$ cat src/rtl/branch_history_table_pkg.sv
// Shared constants, FSM encoding and mispredict helper for the branch history table.
package branch_history_table_pkg;

  localparam int         WORD_W       = 32;
  localparam int         BHT_IDX_W    = 8;
  localparam logic [1:0] BHT_INIT_CNT = 2'b01;

  // Table controller state: INIT sweeps every entry to the initial value, RUN serves reads/updates.
  typedef enum logic {
    BHT_INIT = 1'b0,
    BHT_RUN  = 1'b1
  } bht_state_e;

  // A resolved branch was mispredicted if the direction was wrong, or if it was correctly
  // predicted taken but the target carried down the pipe differs from the resolved one.
  function automatic logic bht_mispredict(
    input logic              pred,
    input logic              taken,
    input logic [WORD_W-1:0] pre_pc,
    input logic [WORD_W-1:0] target
  );
    return (pred != taken) | (pred & taken & (pre_pc != target));
  endfunction

endpackage

$ cat src/rtl/branch_history_table_sat_cnt2.sv
// 2-bit saturating counter step: increment on taken, decrement on not taken, clamp at 0 and 3.
module sat_cnt2 (
  input  logic [1:0] i_cnt,
  input  logic       i_taken,
  output logic [1:0] o_cnt
);

  // Next counter value, clamped at both ends.
  always_comb begin
    o_cnt = i_cnt;
    if (i_taken) begin
      if (i_cnt != 2'b11) o_cnt = i_cnt + 2'b01;
    end else begin
      if (i_cnt != 2'b00) o_cnt = i_cnt - 2'b01;
    end
  end

endmodule

$ cat src/rtl/branch_history_table.sv
// Branch history table: 2-bit counters indexed by pc[IDX_W+1:2], registered prediction for IF,
// counter update and mispredict flush/redirect from EX, plus resolved/mispredict statistics.
//
// Interface timing: rd_valid qualifies rd_pc for one cycle with no back-pressure; predict is
// registered and answers the previous accepted read, holding when rd_valid=0. ex_valid&ex_is_br
// qualifies one resolved branch per cycle; flush is a one-cycle registered pulse the cycle after,
// and redirect_pc is meaningful only while flush=1. busy=1 means reads and updates are ignored.
module branch_history_table
  import branch_history_table_pkg::*;
#(
  parameter int         IDX_W    = BHT_IDX_W,
  parameter logic [1:0] INIT_CNT = BHT_INIT_CNT
) (
  input  logic        clk,
  input  logic        rstn,
  input  logic        rd_valid,
  input  logic [31:0] rd_pc,
  output logic        predict,
  output logic        busy,
  input  logic        ex_valid,
  input  logic        ex_is_br,
  input  logic [31:0] ex_pc,
  input  logic        ex_pred,
  input  logic [31:0] ex_pre_pc,
  input  logic        ex_taken,
  input  logic [31:0] ex_target,
  output logic        flush,
  output logic [31:0] redirect_pc,
  output logic [31:0] br_cnt,
  output logic [31:0] miss_cnt,
  output logic        dbg_state
);

  localparam int DEPTH = 1 << IDX_W;

  bht_state_e       r_state;
  logic [IDX_W-1:0] r_init_idx;
  logic [1:0]       r_table [DEPTH];
  logic             r_predict;
  logic             r_flush;
  logic [31:0]      r_redirect_pc;
  logic [31:0]      r_br_cnt;
  logic [31:0]      r_miss_cnt;

  logic             w_run;
  logic [IDX_W-1:0] w_rd_idx;
  logic [IDX_W-1:0] w_ex_idx;
  logic [1:0]       w_cur_cnt;
  logic [1:0]       w_new_cnt;
  logic             w_upd;
  logic             w_miss;
  logic             w_bypass;
  logic             w_unused_pc;

  assign w_run     = (r_state == BHT_RUN);
  assign w_rd_idx  = rd_pc[IDX_W+1:2];
  assign w_ex_idx  = ex_pc[IDX_W+1:2];
  assign w_cur_cnt = r_table[w_ex_idx];
  assign w_upd     = ex_valid & ex_is_br & w_run;
  assign w_miss    = w_upd & bht_mispredict(ex_pred, ex_taken, ex_pre_pc, ex_target);
  // A read hitting the entry being updated this cycle must see the new value.
  assign w_bypass  = w_upd & (w_ex_idx == w_rd_idx);

  // Only the index bits of the fetch PC matter here.
  assign w_unused_pc = ^{rd_pc[31:IDX_W+2], rd_pc[1:0]};

  sat_cnt2 u_sat_cnt2 (
    .i_cnt   (w_cur_cnt),
    .i_taken (ex_taken),
    .o_cnt   (w_new_cnt)
  );

  // Controller FSM: sweep all entries after reset, then stay in RUN until the next reset.
  always_ff @(posedge clk) begin
    if (!rstn) begin
      r_state    <= BHT_INIT;
      r_init_idx <= '0;
    end else begin
      case (r_state)
        BHT_INIT: begin
          r_init_idx <= r_init_idx + 1'b1;
          if (&r_init_idx) r_state <= BHT_RUN;
        end
        BHT_RUN: r_state <= BHT_RUN;
        default: r_state <= BHT_INIT;
      endcase
    end
  end

  // Single write port: init sweep value during INIT, saturating update during RUN.
  always_ff @(posedge clk) begin
    if (rstn) begin
      if (!w_run) begin
        r_table[r_init_idx] <= INIT_CNT;
      end else if (w_upd) begin
        r_table[w_ex_idx] <= w_new_cnt;
      end
    end
  end

  // Prediction register: counter MSB of the accepted fetch PC, forced low while sweeping.
  always_ff @(posedge clk) begin
    if (!rstn) begin
      r_predict <= 1'b0;
    end else if (!w_run) begin
      r_predict <= 1'b0;
    end else if (rd_valid) begin
      r_predict <= w_bypass ? w_new_cnt[1] : r_table[w_rd_idx][1];
    end
  end

  // Mispredict flush pulse, redirect target and saturating statistics counters.
  always_ff @(posedge clk) begin
    if (!rstn) begin
      r_flush       <= 1'b0;
      r_redirect_pc <= '0;
      r_br_cnt      <= '0;
      r_miss_cnt    <= '0;
    end else begin
      r_flush <= w_miss;
      if (w_miss) begin
        r_redirect_pc <= ex_taken ? ex_target : (ex_pc + 32'd4);
      end
      if (w_upd && (r_br_cnt != 32'hFFFF_FFFF)) begin
        r_br_cnt <= r_br_cnt + 32'd1;
      end
      if (w_miss && (r_miss_cnt != 32'hFFFF_FFFF)) begin
        r_miss_cnt <= r_miss_cnt + 32'd1;
      end
    end
  end

  assign predict     = r_predict;
  assign busy        = ~w_run;
  assign flush       = r_flush;
  assign redirect_pc = r_redirect_pc;
  assign br_cnt      = r_br_cnt;
  assign miss_cnt    = r_miss_cnt;
  assign dbg_state   = r_state;

endmodule

$ cat config.mk
export PLATFORM = sky130hd
export DESIGN_NAME = branch_history_table
export DESIGN_NICKNAME = d
export VERILOG_FILES = /design/src/rtl/branch_history_table_pkg.sv /design/src/rtl/branch_history_table_sat_cnt2.sv /design/src/rtl/branch_history_table.sv
export SDC_FILE = /design/constraint.sdc
export NUM_CORES = 1
export LEC_CHECK = 0
export CORE_MARGIN = 2
export CORE_UTILIZATION = 45
export DETAILED_ROUTE_END_ITERATION = 8
export SYNTH_ARGS = -nofsm -noshare
export SYNTH_HDL_FRONTEND = slang
export SYNTH_SLANG_ARGS = --single-unit
$ cat constraint.sdc
create_clock -name clk -period 8.3 [get_ports clk]
set_input_delay 1.66 -clock clk [delete_from_list [all_inputs] [get_ports clk]]
set_output_delay 1.66 -clock clk [all_outputs]
set_load 0.02 [all_outputs]
==> impl_results.md <==
- Clk buf depth: 3
- First-pass GRT wire length: between 100 and 150 mm
- Switching Share: ~22%
- Fin Clk Skew: 0.0312 ns
- Slew at the pin closest to its max-slew limit: 1.43 ns
- CTS H-Tree Depth: 3
- Combinational power share: just under 6%
- Sequential share of power: about 50%
- Clk_lat worst skew: ~0.62 ns
- Synth area leader: edfxtp_1
- Post-synth EDFFs: about 500
- Top cell type's share of synthesized area: 51.8%
- DR WL/cell: 27.1 µm
- Initial core utilization: a little under half
- Largest incremental delay on the critical path: approximately 1.1 ns
- Area after DPL: 32400 µm²
- Max Freq: between 150 and 200 MHz
- Fin. Hold Viols: 0
- Worst vdd ir: 128 µV
- Most frequent cells in the layout: edfxtp_1 (512), nor2_1 (279), clkdlybuf4s50_1 (200)
- Sequential area share after synthesis: about three fifths
- Hpwl dp: 57.6 mm
- Hold slack final: 0.468 ns
- Cell Area, Synth: 29700 µm²
- Core area: 65500 µm²
- CP Launch Type: input pin
- Clock power frac: 44.1%
- Vias: ~20000
- Leak: approximately 11 nW
- Largest net degree at the start of global routing: 100
- Drt drc: 0
- Placer Congestion: 0.909
- Final Cell Area: 34500 µm²
- Synth async-reset ratio: 0%
- Worst Hold Class: reg2reg
- Delay-heaviest family, CP: buffers and inverters
- Setup-failing EPs final: 0
- Most common cell after layout, fill and taps aside: edfxtp_1
- Max_cap viols: 0
- Synth area leaders: edfxtp_1 (52%), mux4_2 (11%), dfxtp_1 (7.2%), mux2i_1 (5.2%), nor2_1 (3.5%)
- Setup crit end kind: flip-flop
- Ratio of routed vias to standard cells: around 6
- CP max-delay cell: clkdlybuf4s50_1
- Worst-path clk slew: roughly 0.06 ns
- Power Dens Cells: about 190 nW/µm²
- Yosys reg bits: between 600 and 700
- CP Class: in2reg
- Pre-antenna DRT Iters: 8
- Crit path cell chain: clkdlybuf4s50_1 > inv_1 > o221ai_1 > a21oi_1 > a221oi_1 > o22ai_1 > mux2i_1 > maj3_2 > and2_4 > buf_12
- Sink Count: just over 600
- Initial antenna violation count: 2
- Drt total wl: between 80 and 90 mm
- Hold_buf cts: 0
- Syn nets: about 2300
- Fillers: 5424
- Max-slew headroom: roughly 4.3%
- Avg Cell Area, Syn: between 10 and 15 µm²
- Die X-Extent: roughly 260 µm
- Setup bufs post-CTS: 0
- Root buffer cell: clkbuf_16
- Tmin final: approximately 6.0 ns
- Prevailing post-synth register cell: edfxtp_1
- DR iter-0 viols: around 2100
- Critical path arrival: roughly 6.3 ns
- # rows: 94
- Remaining global-route overflow: 0
- Final nets: between 2000 and 3000
- CP Buf/Inv Count: 3
- Mapped Cells: roughly 2200
- RSZ-0062 raised after global routing: no
- Int Power: 5.16 mW
- Outcome: finished, final reports clean
- Yosys warns: 0
- I/O pin count: 235
- Sw power: approximately 1.5 mW
- Die span in y: around 260 µm
- Resized cells post-CTS: 0
- Die area: 68000 µm²
- GR Util All Layers: roughly a quarter
- Port bufs: 210
- Crit-path max FO: between 90 and 100
- Number of global-route vias before repair: roughly 20000
- Final Max Slew Viols: 0
- Synth-to-Final Area Change: 16.4%
- Worst EP required: 8.65 ns
- Post-Route Setup TNS: 0 ns
- Final ANT Viol Nets: 0
- Synth cell types: 70
- Part of the cycle the worst path needs: a little under three quarters
- Share of layout cells above drive strength 1: between 10% and 20%
- Number of CTS-inserted buffers: slightly below 70
- CTS tree: yes
-- power by group through the flow --
stage | clock network (mW) | registers (mW) | logic [mW]
2_1_floorplan | 0 | 3.39 | 0.226
3_3_place_gp | 0 | 3.39 | 0.388
3_5_place_dp | 0 | 3.39 | 0.389
4_1_cts | 2.98 | 3.32 | 0.391
5_1_grt | 3.10 | 3.32 | 0.411
6_report | 2.93 | 3.32 | 0.394
-- final timing paths --
kind | start | to | slack, ns | cells after the start
min | redirect_pc[27] | redirect_pc[27] | 0.47 | 2
min reg2reg | redirect_pc[27] | redirect_pc[27] | 0.47 | 2
max reg2reg | dbg_state | r_table[132][1] | 3.51 | 4
max | ex_pc[6] | r_table[136][1] | 2.33 | 10
-- metrics by stage --
step	total power, mW	instances	util, %	worst slack, ns
2_1_floorplan	3.61	2192	-	0.623
3_3_place_gp	3.77	3153	49.5	1.83
3_5_place_dp	3.78	3153	49.5	1.77
4_1_cts	6.69	3272	52.7	2.38
5_1_grt	6.83	3273	52.7	2.16
6_report	6.64	3273	52.7	2.33
-- state kept, by name, indices dropped and copies added (netlist names) --
register,count
miss_cnt,32
br_cnt,32
r_table,512
dbg_state,1
predict,1
redirect_pc,32
flush,1
r_init_idx,8
-- cells by family after synthesis --
logic type                 share of synthesized area (%)
and+or+nand+nor                                     12.0
adders and majority gates                          0.282
muxes                                               17.0
xor gates and xnor gates                            3.54
AOI/OAI and AO/OA                                   5.10
DFF                                                 59.0
buffers and inverters                               3.05
-- final cells by class --
type / instances / area (µm²) / share of cell area, %
clock buffers: 84 / 1860 / 5.37
inverters: 26 / 97.6 / 0.283
flip-flops and latches: 619 / 17500 / 50.7
repair buffers: 247 / 2410 / 6.98
well taps: 864 / 1080 / 3.13
clock inverters: 35 / 284 / 0.822
multi-input cells: 1397 / 11300 / 32.7
diodes: 1 / 2.50 / 0.00724
-- cells in the mapped netlist (13+ instances only) --
library cell / n
nand3b_1: 16
a21oi_1: 22
xor2_1: 52
nor3_1: 13
clkbuf_1: 90
buf_6: 18
nand2_1: 131
and2_1: 61
nand3_1: 72
a21boi_0: 13
nor4_1: 16
mux2i_1: 155
inv_1: 26
buf_2: 20
or3_1: 13
and3_1: 23
nor2b_1: 37
a221oi_1: 20
o21ai_0: 54
nand4_1: 43
dfxtp_1: 107
xnor2_1: 68
nor2_1: 280
mux4_2: 141
a22oi_1: 27
edfxtp_1: 512
-- metal layers --
layer	part of all wire [%]	vias to the layer above	GRT usage [%]
met5	0	-	0
met4	3.5	0	9.78
met3	9.9	185	5.86
met2	47	1051	42.2
met1	39	10064	33.4
li1	-	8688	-
-- worst reg2reg max path, cell delays in order, from the launching register on --
cell and delay (ns):
dfxtp_1 0.67, nand3_1 0.54, a21boi_1 1.23, nand3_1 1.45, nor2_1 0.56
Note: power is estimated with default switching activity, not from simulation.
